[src/rtl/dcache_direct.sv]
`default_nettype none
// ============================================================================
// Module      : dcache_direct
// Description : Direct-mapped, write-through, no-write-allocate data cache
//               between the MEM stage and a 32-bit word memory. A read miss
//               refills the whole line over WORDS cycles. A store is written
//               through to memory in a single WRITE cycle, and the cache copy
//               is updated only on a hit. Hit and miss counters saturate.
// Revision    : 1.0 - initial release
// ============================================================================
module dcache_direct #(
  parameter int LINES = 16,
  parameter int WORDS = 4
) (
  input  logic        clock,
  input  logic        reset,
  input  logic        cpu_req,
  input  logic        cpu_we,
  input  logic [31:0] cpu_addr,
  input  logic [31:0] cpu_wdata,
  output logic [31:0] cpu_rdata,
  output logic        cpu_stall,
  output logic [31:0] mem_addr,
  output logic        mem_wmem,
  output logic [31:0] mem_wdata,
  input  logic [31:0] mem_rdata,
  output logic [31:0] hit_count,
  output logic [31:0] miss_count
);

  localparam int OFF_W = $clog2(WORDS);
  localparam int IDX_W = $clog2(LINES);
  localparam int TAG_W = 30 - OFF_W - IDX_W;
  localparam logic [OFF_W-1:0] K_LAST = OFF_W'(WORDS - 1);

  typedef enum logic [1:0] {
    IDLE   = 2'd0,
    REFILL = 2'd1,
    WRITE  = 2'd2
  } state_t;

  state_t state_q, state_d;

  // Per-line storage
  logic [LINES-1:0] valid_q;
  logic [TAG_W-1:0] tag_q  [LINES];
  logic [31:0]      data_q [LINES][WORDS];

  // Refill bookkeeping; tag/index are latched so the refill is self-contained
  logic [OFF_W-1:0] k_q;
  logic [TAG_W-1:0] rtag_q;
  logic [IDX_W-1:0] ridx_q;
  logic             refilled_q;
  logic [31:0]      hit_cnt_q;
  logic [31:0]      miss_cnt_q;

  // Address decomposition of the current request
  logic [OFF_W-1:0] off;
  logic [IDX_W-1:0] idx;
  logic [TAG_W-1:0] tag;
  logic             hit;

  // Event strobes produced by the FSM decode
  logic load_hit;
  logic load_miss;
  logic refill_we;
  logic refill_last;
  logic store_we;

  assign off = cpu_addr[OFF_W+1:2];
  assign idx = cpu_addr[IDX_W+OFF_W+1:OFF_W+2];
  assign tag = cpu_addr[31:IDX_W+OFF_W+2];
  assign hit = cpu_req & valid_q[idx] & (tag_q[idx] == tag);

  assign mem_wdata  = cpu_wdata;
  assign hit_count  = hit_cnt_q;
  assign miss_count = miss_cnt_q;

  // Next-state, CPU/memory outputs and update strobes
  always_comb begin
    state_d     = state_q;
    cpu_stall   = 1'b0;
    cpu_rdata   = 32'd0;
    mem_addr    = cpu_addr;
    mem_wmem    = 1'b0;
    load_hit    = 1'b0;
    load_miss   = 1'b0;
    refill_we   = 1'b0;
    refill_last = 1'b0;
    store_we    = 1'b0;
    case (state_q)
      IDLE: begin
        if (cpu_req) begin
          if (cpu_we) begin
            cpu_stall = 1'b1;
            state_d   = WRITE;
          end else if (hit) begin
            cpu_rdata = data_q[idx][off];
            load_hit  = 1'b1;
          end else begin
            cpu_stall = 1'b1;
            load_miss = 1'b1;
            state_d   = REFILL;
          end
        end
      end
      REFILL: begin
        cpu_stall = 1'b1;
        mem_addr  = {rtag_q, ridx_q, k_q, 2'b00};
        refill_we = 1'b1;
        if (k_q == K_LAST) begin
          refill_last = 1'b1;
          state_d     = IDLE;
        end
      end
      WRITE: begin
        mem_wmem = 1'b1;
        store_we = hit & cpu_we;
        state_d  = IDLE;
      end
      default: state_d = IDLE;
    endcase
    // No memory write may escape during a reset cycle
    if (reset) begin
      mem_wmem = 1'b0;
      store_we = 1'b0;
    end
  end

  // Control state: FSM, valid bits, refill counter, statistics
  always_ff @(posedge clock) begin
    if (reset) begin
      state_q    <= IDLE;
      valid_q    <= '0;
      k_q        <= '0;
      rtag_q     <= '0;
      ridx_q     <= '0;
      refilled_q <= 1'b0;
      hit_cnt_q  <= 32'd0;
      miss_cnt_q <= 32'd0;
    end else begin
      state_q <= state_d;
      if (load_miss) begin
        k_q          <= '0;
        rtag_q       <= tag;
        ridx_q       <= idx;
        valid_q[idx] <= 1'b0;
        if (miss_cnt_q != 32'hFFFF_FFFF) miss_cnt_q <= miss_cnt_q + 32'd1;
      end
      if (refill_we) begin
        k_q <= k_q + 1'b1;
        if (refill_last) begin
          valid_q[ridx_q] <= 1'b1;
          refilled_q      <= 1'b1;
        end
      end
      if (load_hit) begin
        refilled_q <= 1'b0;
        if (!refilled_q && hit_cnt_q != 32'hFFFF_FFFF) hit_cnt_q <= hit_cnt_q + 32'd1;
      end
    end
  end

  // Tag and data arrays: refill fills word k, store hits update in place
  always_ff @(posedge clock) begin
    if (refill_we) begin
      data_q[ridx_q][k_q] <= mem_rdata;
      if (refill_last) tag_q[ridx_q] <= rtag_q;
    end
    if (store_we) data_q[idx][off] <= cpu_wdata;
  end

endmodule
`default_nettype wire
[config.mk]
export PLATFORM = sky130hd
export DESIGN_NAME = dcache_direct
export DESIGN_NICKNAME = d
export VERILOG_FILES = /design/src/rtl/dcache_direct.sv
export SDC_FILE = /design/constraint.sdc
export NUM_CORES = 2
export LEC_CHECK = 0
export CORE_MARGIN = 1.5
export CORE_UTILIZATION = 30
export DETAILED_ROUTE_END_ITERATION = 16
export GPL_TIMING_DRIVEN = 1
export SYNTH_ARGS = -nofsm -noshare
export SYNTH_HDL_FRONTEND = slang
export SYNTH_SLANG_ARGS = --single-unit
export TNS_END_PERCENT = 5
[constraint.sdc]
create_clock -name clock -period 5.1 [get_ports clock]
set_clock_uncertainty 0.1 [all_clocks]
set_input_delay 0.51 -clock clock [delete_from_list [all_inputs] [get_ports clock]]
set_output_delay 0.51 -clock clock [all_outputs]
set_load 0.01 [all_outputs]
; Word level (Yosys, flattened, before mapping)
; Memory sizes are Yosys's and may differ from the RTL's.
; Cells that the tools add are included.
; Widths: inputs -> output; s select.
[totals]
ff_bits = 113
ram_bits = 2432
in_bits = 100
output_inout_bits = 162
word_cells = 109
n_memories = 2
[memory_table]
columns = name, depth, width, read_ports, rd_clocked_by_memory_dff, write_ports, line
row1 = data_q, 16, 128, 1, 0, 1, 47  ; logic [31:0] data_q [LINES][WORDS];
row2 = tag_q, 16, 24, 1, 0, 1, 46  ; logic [TAG_W-1:0] tag_q [LINES];
[classes]
n_addsub = 3
order_cmp = 8
n_eq_ne = 9
n_mux = 57
n_bitwise = 8
reduce_logical = 14
[op_table]
columns = cell, count
row1 = $mux 128, 4
row2 = $mux 32, 9
row3 = $demux 32 s2, 2
row4 = $reduce_or 128->1, 1
row5 = $add 32x1->32 const B, 2
row6 = $bmux 32 s2, 1
row7 = $mux 16, 4
row8 = $ne 32x32->1 const B, 2
row9 = $mux 1, 25
row10 = $eq 24x24->1, 1
row11 = $and 16x16->16, 1
row12 = $not 16->16, 1
row13 = $or 16x16->16, 1
row14 = $mux 2, 6
row15 = $lt 4x5->1 const B, 2
row16 = $demux 1 s4, 2
row17 = $ge 4x1->1 const B, 2
row18 = $ge 3x3->1 const B, 2
row19 = $lt 3x1->1 const B, 2
row20 = $not 2->3, 2
row21 = $reduce_and 2->1, 3
row22 = $logic_and 1x1->1, 5
row23 = $bmux 1 s4, 1
row24 = $eq 2x2->1 const B, 2
row25 = 13 further kinds, 16

; Depth between registers and ports, before layout
[depth]
word_depth = 13
ltp_mapped = 16
ltp_nobuf = 9

; Least setup slack after synthesis
; OpenSTA, ideal clock, no wires.
[synth_timing]
path_type = input to register
startpoint = input cpu_addr[6]
endpoint = memory data_q[0][64] (netlist bit), enable pin
setup_ns = 0.421
arrival_ns = 4.945
path_slack_ns = -0.366
cell_stages = 13
path_cell_list = buf_2 -> buf_2 -> buf_2 -> mux2i_1 -> a221oi_1 -> mux2_2 -> a2111oi_1 -> nand4_2 -> or4_1 -> clkbuf_1 -> o31a_1 -> buf_2 -> nor2_1
[synth_between]
elab_chain_cells = 11
word_cells_on_any_way = 14
classes_between = eq/ne: 1 / mux: 8 / bitwise: 3 / reduce/logical: 1 / memory: 1
[synth_rtl]
columns = element, line
row1 = "start, declared", 19  ; input logic [31:0] cpu_addr,
row2 = "parallel branches: the longest is 11 deep, another holds $mem_v2 16x24", -
row3 = "end, declared", 47
; Parallel ways; which one is timed is not known. The select of a mux whose other input is x is not followed.

; Final worst setup path
[layout_timing]
startpoint = memory tag_q[7][18] (netlist bit)
endpoint = output cpu_rdata[15]
[layout_between]
elab_chain_cells = 7
[layout_rtl]
columns = element, line
row1 = "start, declared", 46
row2 = $mem_v2 16x24, -
row3 = $eq 24x24->1, 73  ; assign hit = cpu_req & valid_q[idx] & (tag_q[idx] == tag);
row4 = $and 1x1->1, 73
row5 = $mux 32, 97  ; end else if (hit) begin
row6 = $mux 32, 94  ; if (cpu_we) begin
row7 = $mux 32, 93  ; if (cpu_req) begin
row8 = $mux 32, 91  ; case (state_q)
row9 = "end, declared", 21  ; output logic [31:0] cpu_rdata,
; No other way between the ends.

==> flow_metrics.py <==
metrics = {
    "hold_path": {
        "min_path_type": "in -> reg",
        "hp-start": "cpu_addr[4]",
        "hold_depth": 3,
        "holdPathEnd": "valid_q[1]",
    },
    "power_and_ir_drop": {
        "clkPwrFrac": 0.425,
        "p_leak_nw": 38.1,
        "seqPwrFrac": 0.520,
        "p_per_area_mw_per_mm2": 365,
        "ir_drop_uv": 284,
        "power_switching_w": 0.00927,
        "comb_power_share": 0.055,
        "internal_power_w": 0.0349,
        "sw_frac_of_total": 0.210,
    },
    "synthesis": {
        "synth_area_leaders": "edfxtp_1 (73%), mux4_2 (16%), dfxtp_1 (2.3%)",
        "ys_async_sr_fraction": 0,
        "synth_top_area_frac": 0.730,
        "yosysMostFrequentCell": "edfxtp_1",
        "yosys.area.top_type": "edfxtp_1",
        "syn_nets": 4838,
        "synthCells": 4732,
        "yosysWarnings": 0,
        "ys_seq_area_frac": 0.752,
        "synth_common_cells": "edfxtp_1 (2432), mux4_2 (724), nand2_1 (226), nor2_1 (174), clkbuf_1 (167)",
        "synth_edf_count": 2432,
        "synth.avg_cell_area_um2": 21.1,
        "ys_types": 72,
        "synth_area_mm2": 0.100,
        "synthFlopType": "edfxtp_1",
        "ys_ff_latch": 2545,
    },
    "drt": {
        "drt-initial-drc-count": 6687,
        "routed_wl_um": 280000,
        "met2_length_um": 134000,
        "wl_per_cell_um": 28.4,
        "highest_layer": "met5",
        "wl_met3_um": 24300,
        "antenna_left": 0,
        "m1WireLength_um": 114000,
        "drc": 0,
        "vias": 51500,
        "vias_per_cell": 5.21,
        "drtPass1Iterations": 5,
    },
    "critical_path": {
        "path_class": "reg -> out",
        "cp_max_fo": 15,
        "critPathLaunchType": "register",
        "ff2ff_path_depth": 10,
        "end_kind": "primary output",
        "rr_endpoint": "data_q[4][95]",
        "r2r-start": "tag_q[7][18]",
        "required_ns": 4.49,
        "r2r_setup_slack_ns": 0.78,
        "arrival_ns": 4.35,
    },
    "timing": {
        "finalSetupViolCount": 0,
        "layout_min_cycle_time_ns": 4.96,
        "worstMarginPinSlew_ns": 1.18,
        "slew_viol_final": 0,
        "hold_viol_final": 0,
        "setup_slack_ns": 0.140,
        "slew_headroom": 0.212,
        "grt_setup_unrepaired": "no",
        "fin_crit_sh": 0.972,
        "max_freq_mhz": 202,
    },
    "die": {
        "die_w_um": 581,
        "num_rows": 211,
        "start_util": 0.302,
        "io_pins": 262,
        "die_h_um": 581,
        "core_area_mm2": 0.331,
        "die_area_mm2": 0.337,
    },
    "cts": {
        "clk_latency_ns": 0.89,
        "clkTransAtPathRegs_ns": 0.05,
        "cts_root_buf": "clkbuf_16",
        "clock_path_buffers": 4,
        "cts_tree": "done",
        "clkSinkCount": 2545,
        "h-tree-depth": 5,
        "cts_made_buffers": 278,
    },
    "status": {
        "run_status": "finished clean",
    },
    "placed_design": {
        "post-dp-hpwl_um": 171000,
        "place_ws_ns": 0.0510,
        "io_buffer_count": 261,
        "gp_congestion": 0.820,
    },
    "grt": {
        "grt_pass1_wl_um": 395000,
        "first_global_vias": 51600,
        "track_usage": 0.163,
        "antenna_found_initial": 22,
        "grt_max_degree": 117,
        "grt_overflow": 0,
    },
    "final_layout": {
        "fin_util": 0.366,
        "nets": 5427,
        "area_growth_pct": 20.9,
        "layout-drive-gt1-share": 0.292,
    },
    "run": {
        "cap_violations": 0,
    },
}
routing by layer:
metal  global-route usage  vias to the layer above
met3               0.0330                      400
met2                0.265                     2403
met5                    0                        -
met1                0.223                    27800
met4               0.0469                        2
li1                     -                    20900
cell families (layout without fill, tap and decap cells):
kind of cell,Yosys count,in the layout,share of synthesized area
flops,2545,2545,0.752
other cells,0,4,0
mux,876,876,0.179
compound gates,256,256,0.0164
buf+inv,321,1095,0.0152
xor+xnor,24,24,0.00210
simple gates,704,704,0.0346
fa+ha+maj,6,6,0.000750
critical path, cell delays in order, from the launching register on:
cell and delay, ns:
edfxtp_1 0.36, mux4_2 0.49, mux4_2 0.49, xor2_1 0.20
a2111o_1 0.37, o21bai_4 0.21, nor3_4 0.23, buf_12 0.21
buf_12 0.16, and3_1 0.17, clkdlybuf4s50_1 0.54
worst max-delay path by stage:
stage / startpoint / endpoint / cells past startpoint
final: tag_q[7][18] / cpu_rdata[15] / 10
after global routing: tag_q[7][18] / cpu_rdata[15] / 10
after CTS: tag_q[7][18] / cpu_rdata[14] / 10
after detailed placement: cpu_addr[5] / data_q[14][76] / 12
after global placement: cpu_addr[6] / data_q[14][77] / 12
after floorplan: cpu_addr[6] / data_q[0][64] / 13
cell type report:
cell class                 instances  area [µm²]
clock inverter                   118         938
fill                           29900      210000
sequential                      2545       75300
timing repair buffer             615        7860
inverter                          15        57.6
multi-input combinational       1866       24000
clock buffer                     347        7370
tap                             4366        5460
antenna                            4        10.0
flip-flops by register name, summed over array words and instances (netlist names):
signal      flops
k_q             2
rtag_q         24
data_q       2048
refilled_q      1
state_q         2
hit_count      32
ridx_q          4
valid_q        16
miss_count     32
tag_q         384
placed cells by master (no fill, tap or decap), types with 62 or more instances in the layout:
master           instances
mux2i_1                111
dfxtp_1                113
mux4_2                 724
clkinv_1                62
a21oi_1                 77
nand2_1                194
clkdlybuf4s50_1        246
buf_12                 206
nor2_1                  94
edfxtp_1              2432
buf_4                  153
nor2_4                  80
clkbuf_16              284
stage by stage:
stage               setup TNS (ns)  total power (W)  area (µm²)  cells  hold WS (ns)
floorplan                  -370.76           0.0247      100000   4732         0.340
global placement                 0           0.0258      113000   9404         0.378
detailed placement               0           0.0258      113000   9404         0.383
CTS                              0           0.0445      121000   9871        0.0822
global route                     0           0.0454      121000   9873         0.120
finish                           0           0.0441      121000   9876         0.149
power by group through the flow:
stage / clock network, W / registers [W] / logic [W]
CTS: 0.0191 / 0.0230 / 0.00244
detailed placement: 0 / 0.0234 / 0.00243
global placement: 0 / 0.0234 / 0.00240
finish: 0.0187 / 0.0230 / 0.00241
floorplan: 0 / 0.0234 / 0.00134
global route: 0.0199 / 0.0230 / 0.00254
timing repair:
action / CTS / global route
pin swaps: 0 / 0
buffers inserted: 0 / 1
setup endpoints to repair: 26 / 20
gates resized for setup: 3 / 4
hold buffers: 2 / 0
hold endpoints to repair: 31 / 0
No activity file was read; power rests on OpenSTA's default activity.
